File: src/rtl/onehot_event_counter_pkg.sv
// Shared constants and helpers for the one-hot event counter.
// Package name: onehot_cnt_pkg.
package onehot_cnt_pkg;

  localparam int CH_NUM   = 8;
  localparam int CH_IDX_W = 3;

  // Encoded index of the highest set bit (0 when the word is all-zero).
  function automatic logic [CH_IDX_W-1:0] onehot_to_idx(input logic [CH_NUM-1:0] word);
    logic [CH_IDX_W-1:0] idx;
    idx = '0;
    for (int i = 0; i < CH_NUM; i++) begin
      if (word[i]) begin
        idx = i[CH_IDX_W-1:0];
      end
    end
    return idx;
  endfunction

  // True when exactly one bit of the word is set.
  function automatic logic is_onehot(input logic [CH_NUM-1:0] word);
    return (word != '0) && ((word & (word - 1'b1)) == '0);
  endfunction

endpackage

File: src/rtl/onehot_event_counter_if.sv
// Host-side bundle of the one-hot event counter: sample input, clear,
// readout select and all status outputs.
interface onehot_event_counter_if #(
  parameter int CNT_W = 8
);
  import onehot_cnt_pkg::*;

  logic [CH_NUM-1:0]   i_onehot;
  logic                i_onehot_vld;
  logic                i_clr;
  logic [CH_IDX_W-1:0] i_rd_sel;
  logic [CNT_W-1:0]    o_rd_data;
  logic [CH_NUM-1:0]   o_sat;
  logic [CH_IDX_W-1:0] o_last_ch;
  logic                o_hit;
  logic                o_err;

  modport master (
    output i_onehot, i_onehot_vld, i_clr, i_rd_sel,
    input  o_rd_data, o_sat, o_last_ch, o_hit, o_err
  );

  modport slave (
    input  i_onehot, i_onehot_vld, i_clr, i_rd_sel,
    output o_rd_data, o_sat, o_last_ch, o_hit, o_err
  );

endinterface

File: src/rtl/onehot_event_counter_sat_cnt.sv
// Saturating per-channel hit counter; sat is high while the count sits at
// its maximum, which stays true until a clear since the count never drops.
module onehot_sat_cnt #(
  parameter int CNT_W = 8
) (
  input  logic             i_clk,
  input  logic             i_rst,
  input  logic             clr,
  input  logic             inc,
  output logic [CNT_W-1:0] cnt,
  output logic             sat
);

  localparam logic [CNT_W-1:0] CNT_MAX = '1;

  logic [CNT_W-1:0] cnt_reg;

  // Count up on inc, hold at maximum, clear has priority over inc.
  always_ff @(posedge i_clk) begin
    if (i_rst || clr) begin
      cnt_reg <= '0;
    end else if (inc && (cnt_reg != CNT_MAX)) begin
      cnt_reg <= cnt_reg + 1'b1;
    end
  end

  assign cnt = cnt_reg;
  assign sat = (cnt_reg == CNT_MAX);

endmodule

File: src/rtl/onehot_event_counter.sv
// One-hot event counter: samples the decoder word, counts hits per channel
// with saturation, tracks the last channel and exposes a registered readout.
// Optional macro ONEHOT_EVENT_COUNTER_CHK_EN: reject multi-hot words and
// raise a sticky error instead of counting every set bit.
module onehot_event_counter
  import onehot_cnt_pkg::*;
#(
  parameter int CNT_W = 8
) (
  input  logic i_clk,
  input  logic i_rst,
  onehot_event_counter_if.slave bus
);

  logic [CH_NUM-1:0]   s1_word_reg;
  logic                s1_vld_reg;
  logic                clr_all;
  logic                count_en;
  logic                err_next;
  logic [CH_NUM-1:0]   inc_vec;
  logic [CH_NUM-1:0]   sat_vec;
  logic [CNT_W-1:0]    cnt_arr [CH_NUM];
  logic [CH_IDX_W-1:0] last_ch_reg;
  logic                hit_reg;
  logic                err_reg;
  logic [CNT_W-1:0]    rd_data_reg;

  assign clr_all = i_rst | bus.i_clr;

  // Stage 1 capture; a clear drops both the arriving word and any held one.
  always_ff @(posedge i_clk) begin
    if (clr_all) begin
      s1_word_reg <= '0;
      s1_vld_reg  <= 1'b0;
    end else begin
      s1_word_reg <= bus.i_onehot;
      s1_vld_reg  <= bus.i_onehot_vld;
    end
  end

  // Stage 2 classifier: decide whether the held word counts and flag errors.
  always_comb begin
    count_en = 1'b0;
    err_next = 1'b0;
`ifdef ONEHOT_EVENT_COUNTER_CHK_EN
    count_en = s1_vld_reg && is_onehot(s1_word_reg);
    err_next = err_reg || (s1_vld_reg && (s1_word_reg != '0) && !is_onehot(s1_word_reg));
`else
    count_en = s1_vld_reg && (s1_word_reg != '0);
`endif
    inc_vec = count_en ? s1_word_reg : '0;
  end

  generate
    for (genvar gi = 0; gi < CH_NUM; gi++) begin : g_ch
      onehot_sat_cnt #(.CNT_W(CNT_W)) u_cnt (
        .i_clk (i_clk),
        .i_rst (i_rst),
        .clr   (clr_all),
        .inc   (inc_vec[gi]),
        .cnt   (cnt_arr[gi]),
        .sat   (sat_vec[gi])
      );
    end
  endgenerate

  // Event status: hit pulse, last counted channel and sticky error.
  always_ff @(posedge i_clk) begin
    if (clr_all) begin
      last_ch_reg <= '0;
      hit_reg     <= 1'b0;
      err_reg     <= 1'b0;
    end else begin
      hit_reg <= count_en;
      err_reg <= err_next;
      if (count_en) begin
        last_ch_reg <= onehot_to_idx(s1_word_reg);
      end
    end
  end

  // Registered readout without bypass; only reset zeroes it.
  always_ff @(posedge i_clk) begin
    if (i_rst) begin
      rd_data_reg <= '0;
    end else begin
      rd_data_reg <= cnt_arr[bus.i_rd_sel];
    end
  end

  assign bus.o_rd_data = rd_data_reg;
  assign bus.o_sat     = sat_vec;
  assign bus.o_last_ch = last_ch_reg;
  assign bus.o_hit     = hit_reg;
  assign bus.o_err     = err_reg;

endmodule
File: src/flat_wrapper.sv
// flat-port wrapper written by rule: the top's interface ports become plain ports
module onehot_event_counter_flat import onehot_cnt_pkg::*;
#(
  parameter int CNT_W = 8
)
  (i_clk, i_rst, bus_i_onehot, bus_i_onehot_vld, bus_i_clr, bus_i_rd_sel, bus_o_rd_data, bus_o_sat, bus_o_last_ch, bus_o_hit, bus_o_err);
  onehot_event_counter_if #(.CNT_W(CNT_W)) bus_i ();
  input  logic i_clk;
  input  logic i_rst;
  input wire logic [$bits(bus_i.i_onehot)-1:0] bus_i_onehot;
  input wire logic [$bits(bus_i.i_onehot_vld)-1:0] bus_i_onehot_vld;
  input wire logic [$bits(bus_i.i_clr)-1:0] bus_i_clr;
  input wire logic [$bits(bus_i.i_rd_sel)-1:0] bus_i_rd_sel;
  output wire logic [$bits(bus_i.o_rd_data)-1:0] bus_o_rd_data;
  output wire logic [$bits(bus_i.o_sat)-1:0] bus_o_sat;
  output wire logic [$bits(bus_i.o_last_ch)-1:0] bus_o_last_ch;
  output wire logic [$bits(bus_i.o_hit)-1:0] bus_o_hit;
  output wire logic [$bits(bus_i.o_err)-1:0] bus_o_err;
  assign bus_i.i_onehot = bus_i_onehot;
  assign bus_i.i_onehot_vld = bus_i_onehot_vld;
  assign bus_i.i_clr = bus_i_clr;
  assign bus_i.i_rd_sel = bus_i_rd_sel;
  assign bus_o_rd_data = bus_i.o_rd_data;
  assign bus_o_sat = bus_i.o_sat;
  assign bus_o_last_ch = bus_i.o_last_ch;
  assign bus_o_hit = bus_i.o_hit;
  assign bus_o_err = bus_i.o_err;
  onehot_event_counter #(.CNT_W(CNT_W)) u_core (.i_clk(i_clk), .i_rst(i_rst), .bus(bus_i));
endmodule
File: config.mk
export PLATFORM = sky130hd
export DESIGN_NAME = onehot_event_counter_flat
export DESIGN_NICKNAME = d
export VERILOG_FILES = /design/src/rtl/onehot_event_counter_pkg.sv /design/src/rtl/onehot_event_counter_if.sv /design/src/rtl/onehot_event_counter_sat_cnt.sv /design/src/rtl/onehot_event_counter.sv /design/src/flat_wrapper.sv
export SDC_FILE = /design/constraint.sdc
export NUM_CORES = 1
export LEC_CHECK = 0
export ABC_AREA = 1
export CAP_MARGIN = 20
export CORE_ASPECT_RATIO = 1.75
export CORE_UTILIZATION = 38
export CTS_CLUSTER_DIAMETER = 40
export DETAILED_ROUTE_END_ITERATION = 7
export HOLD_SLACK_MARGIN = 0.12
export PLACE_DENSITY = 0.56
export SETUP_SLACK_MARGIN = 0.2
export SLEW_MARGIN = 25
export SYNTH_ARGS = -nofsm -noshare
export SYNTH_HDL_FRONTEND = slang
export SYNTH_SLANG_ARGS = --single-unit
File: constraint.sdc
create_clock -name i_clk -period 1.7 [get_ports i_clk]
set_input_delay 0.34 -clock i_clk [delete_from_list [all_inputs] [get_ports i_clk]]
set_output_delay 0.34 -clock i_clk [all_outputs]
set_load 0.02 [all_outputs]
# Word-level counts from Yosys, hierarchy flattened
# Index checks and enable logic that the tools add are counted.
[op_classes]
reduce_logical = 11
n_addsub = 8
eq_ne = 16
order_cmp = 1
muxes = 11
bitwise = 2
[op_table]
columns = ["operator", "n"]
rows = [
  ["$add 8x1->8 const B", 8],
  ["$eq 8x8->1 const B", 8],
  ["$ne 8x8->1 const B", 8],
  ["$bmux 8 s3", 1],
  ["$mux 8", 3],
  ["$mux 3", 4],
  ["$logic_and 1x1->1", 9],
  ["$reduce_bool 8->1", 1],
  ["$ge 4x4->1 const B", 1],
  ["$mux 2", 2],
  ["$not 3->4", 1],
  ["$logic_or 1x1->1", 1],
  ["$mux 1", 1],
  ["$or 1x1->1", 1],
]
[word_totals]
out_inout_bits = 21
regBits = 85

# Longest topological paths before layout
[logic_depth]
depth_word = 7
ltp_mapped = 11

# Hierarchy
# A second synthesis with hierarchy kept.
[unflattened]
cells_unflattened = 789
area_unflattened_um2 = 4943.5
[by_module_without_submodules]
columns = ["module", "cells_each", "area_per_inst_um2", "n_inst"]
rows = [
  ["onehot_sat_cnt", 72, 456.7, 8],
  ["onehot_event_counter", 213, 1290.0, 1],
]

# Worst setup path before layout
# No wires, ideal clock.
[synth_path]
kind = "reg2out"
from = "reg u_core.g_ch[4].u_cnt.cnt_reg[0]"
to = "out bus_o_sat[4]"
stages_incl_launch_ff = 7
required_ns = 1.360
n_path_buf = 1
setup_slack_ns = 0.279
arrival_ns = 1.081
cell_sequence = "dfxtp_1 -> ha_1 -> nand2_1 -> inv_1 -> nand3_1 -> inv_1 -> buf_4"
[synth_via]
elab_chain_cells = 1
[synth_rtl]
columns = ["item", "line_no", "rtl"]
rows = [
  ["start, declared", "onehot_event_counter_sat_cnt.sv:16", "logic [CNT_W-1:0] cnt_reg;"],
  ["start signal, assigned", "onehot_event_counter_sat_cnt.sv:23", "cnt_reg <= cnt_reg + 1'b1;"],
  ["$eq 8x8->1", "onehot_event_counter_sat_cnt.sv:28", "assign sat = (cnt_reg == CNT_MAX);"],
  ["end, declared", "flat_wrapper.sv:15", "output wire logic [$bits(bus_i.o_sat)-1:0] bus_o_sat;"],
]
# No other way between the ends.

# Worst setup path in the final report
[layout_path]
from = "reg u_core.g_ch[7].u_cnt.cnt_reg[1]"
to = "out bus_o_sat[7]"
[layout_via]
elab_chain_cells = 1
[layout_rtl]
columns = ["item", "line_no"]
rows = [
  ["start, declared", "onehot_event_counter_sat_cnt.sv:16"],
  ["start signal, assigned", "onehot_event_counter_sat_cnt.sv:23"],
  ["$eq 8x8->1", "onehot_event_counter_sat_cnt.sv:28"],
]
# No other way between the ends.

==> flow_summary_export.csv <==
group,metric,value,unit
placed_design,dpl.cell_count,1066,
routing,drt_wl_total,15.0,mm
cells_and_area,final_common_cell,"nand2_1",
logic_synthesis,avgSynthCellArea,6.26,um2
power,pwr-share-seq,0.468,
sta,min_period,1.58,ns
floorplan,die_y,154,um
global_route,antenna_found_initial,0,
cells_and_area,instances_no_fill,1114,
logic_synthesis,ys_ff_latch,85,
clocking,clk_path_buf_depth,2,
routing,viasPerCell,4.93,
critical_path,path_max_fanout,2,
cells_and_area,n_antenna_cell,0,
global_route,grt_max_degree,27,
sta,fin_tns_setup,0,ns
clocking,path_clk_slew,0.06,ns
global_route,grt_pass1_wl,24.8,mm
placed_design,place.gp.congestion,0.905,
power,p_per_area,622,nW/um2
cells_and_area,largest_reg_flops,64,
worst_hold_path,hold_depth,2,
sta,rsz0062_at_grt,"true",
placed_design,dp_hpwl,10.8,mm
sta,setup_viol,0,
clocking,cts_buffers,9,
routing,ant_nets,0,
floorplan,core,12900,um2
sta,finalHoldViolations,0,
routing,drt_iter0_drc,278,
routing,num_vias,5492,
power,p_switching,1.06,mW
worst_hold_path,hold_class,"register to register",
critical_path,startpoint_type,"register",
floorplan,num_io_pins,36,
flow_run,cap_violations,0,
floorplan,dieArea,13700,um2
logic_synthesis,yosysUniqueCellTypes,30,
clocking,cts_tree,"done",
critical_path,path_class,"register to primary output",
sta,layout_worst_path_cycle_share,0.931,
placed_design,placed_cell_area,6120,um2
cells_and_area,design_area,6980,um2
routing,routedWlPerCell,13.5,um
critical_path,reg2reg_depth,13,
critical_path,cp.required,1.36,ns
power,ir_drop,0.625,mV
clocking,htreeDepth,3,
power,switching_share,0.243,
sta,clock_skew,0.00510,ns
power,pwr-share-comb,0.093,
logic_synthesis,synth_cells,802,
routing,drcViolationCount,0,
critical_path,critPathCaptureType,"primary output",
cells_and_area,layout_common_cells,"nand2_1, nor2_1, buf_4",
power,leakage,3.16,nW
power,clockPowerShare,0.439,
cells_and_area,finalNetCount,964,
floorplan,num_rows,55,
sta,fmax,0.632,GHz
floorplan,initial_core_util,0.388,
clocking,clkLatencyLatePin,0.34,ns
clocking,cts-root-buf,"clkbuf_16",
cells_and_area,syn2layout_area_growth,39.1,%
logic_synthesis,ys_seq_area_frac,0.339,
global_route,overflow,0,
global_route,grt_pass1_vias,5464,
cells_and_area,nFillCells,1299,
critical_path,arrival,1.24,ns
sta,final_max_slew_viol_count,0,
logic_synthesis,netlist_area,5020,um2
floorplan,die_w,88.9,um
power,p_int,3.29,mW
placed_design,port_buffers,34,
clocking,cts_sinks,85,
routing,firstDrtPassIters,5,
cells_and_area,layout-drive-gt1-share,0.260,
logic_synthesis,yosysWarningCount,0,
logic_synthesis,syn-num-nets,825,
global_route,grt_usage,0.233,
run_status,outcome,"completed",
power,power,4.34,mW
worst paths after layout:
check        slack [ns]                                       end                                      from
max                0.12                              bus_o_sat[7]  u_core.g_ch[7].u_cnt.cnt[1]$_SDFFE_PP0P_
min                0.48      u_core.bus.o_last_ch[2]$_SDFFE_PP0N_      u_core.bus.o_last_ch[2]$_SDFFE_PP0N_
max reg2reg        0.20  u_core.g_ch[2].u_cnt.cnt[4]$_SDFFE_PP0P_  u_core.g_ch[2].u_cnt.cnt[0]$_SDFFE_PP0P_
min reg2reg        0.48      u_core.bus.o_last_ch[2]$_SDFFE_PP0N_      u_core.bus.o_last_ch[2]$_SDFFE_PP0N_
through the flow:
| stage | setup WS, ns | hold slack (ns) | util |
|---|---|---|---|
| after global routing | 0.0548 | 0.503 | 0.540 |
| after global placement | -0.0651 | 0.456 | 0.473 |
| after detailed placement | -0.0969 | 0.485 | 0.473 |
| after CTS | 0.0470 | 0.492 | 0.521 |
| final | 0.117 | 0.478 | 0.540 |
| after floorplan | 0.279 | 0.452 | - |
Yosys cell counts, drive strengths merged:
cell    count  share of area
nand2     207           0.16
a21oi      69          0.069
conb        1        0.00075
ha          8          0.020
buf        23          0.037
nor2      149           0.11
inv        95          0.071
nor3b       2         0.0030
o21bai      1         0.0015
xnor2       2         0.0035
or2         4         0.0050
o211ai      2         0.0030
clkinv      1        0.00075
xor2        9          0.016
dfxtp      85           0.34
o21ai      36          0.036
nand4      35          0.044
nor3        8         0.0080
nand3      49          0.061
clkbuf     16          0.012
per-layer routing:
metal,global-route usage,part of all wire,up-vias
met3,0.0349,0.047,29
met1,0.266,0.40,2503
met4,0.103,0.030,0
li1,-,-,2831
met5,0,0,-
met2,0.418,0.53,129
kinds of logic (layout without fill, tap and decap cells):
logic type / after synthesis / count (layout) / synth area share
other: 1 / 1 / 0.000747
flip-flops: 85 / 85 / 0.339
buffers and inverters: 135 / 273 / 0.120
XOR/XNOR: 11 / 11 / 0.0192
AND/OR/NAND/NOR: 454 / 457 / 0.392
AO/OA/AOI/OAI: 108 / 108 / 0.109
adder cells (fa/ha/maj): 8 / 8 / 0.0199
what timing repair did:
item                                    in CTS  in global routing
gates cloned                                 0                  3
resized for setup                          124                 35
buffers inserted                            18                 14
endpoints found under the setup margin      45                 56
pin swaps                                   14                 10
hold buffers                                 0                  0
power by group through the flow:
stage                     Sequential [mW]  Combinational, mW  Clock [mW]
after global routing                 2.03              0.447        2.02
after global placement               2.08              0.385           0
after CTS                            2.03              0.383        1.96
after detailed placement             2.08              0.389           0
after floorplan                      2.09              0.215           0
final                                2.03              0.405        1.91
worst max-delay path: stages, from the launching register on:
cell and delay, ns:
dfxtp_2 0.35, ha_4 0.15, nand2_4 0.05, inv_2 0.05, nand4_1 0.11, inv_1 0.09
buf_6 0.11
final cells by class:
type | count | area, um2 | share of cell area
multi-input cells | 585 | 3030 | 0.434
clock buffers | 10 | 229 | 0.0328
repair buffers | 164 | 1370 | 0.196
flip-flops and latches | 85 | 1740 | 0.249
inverters | 96 | 363 | 0.0520
clock inverters | 3 | 40.0 | 0.00573
well taps | 171 | 214 | 0.0306
(Power assumes the default switching activity.)
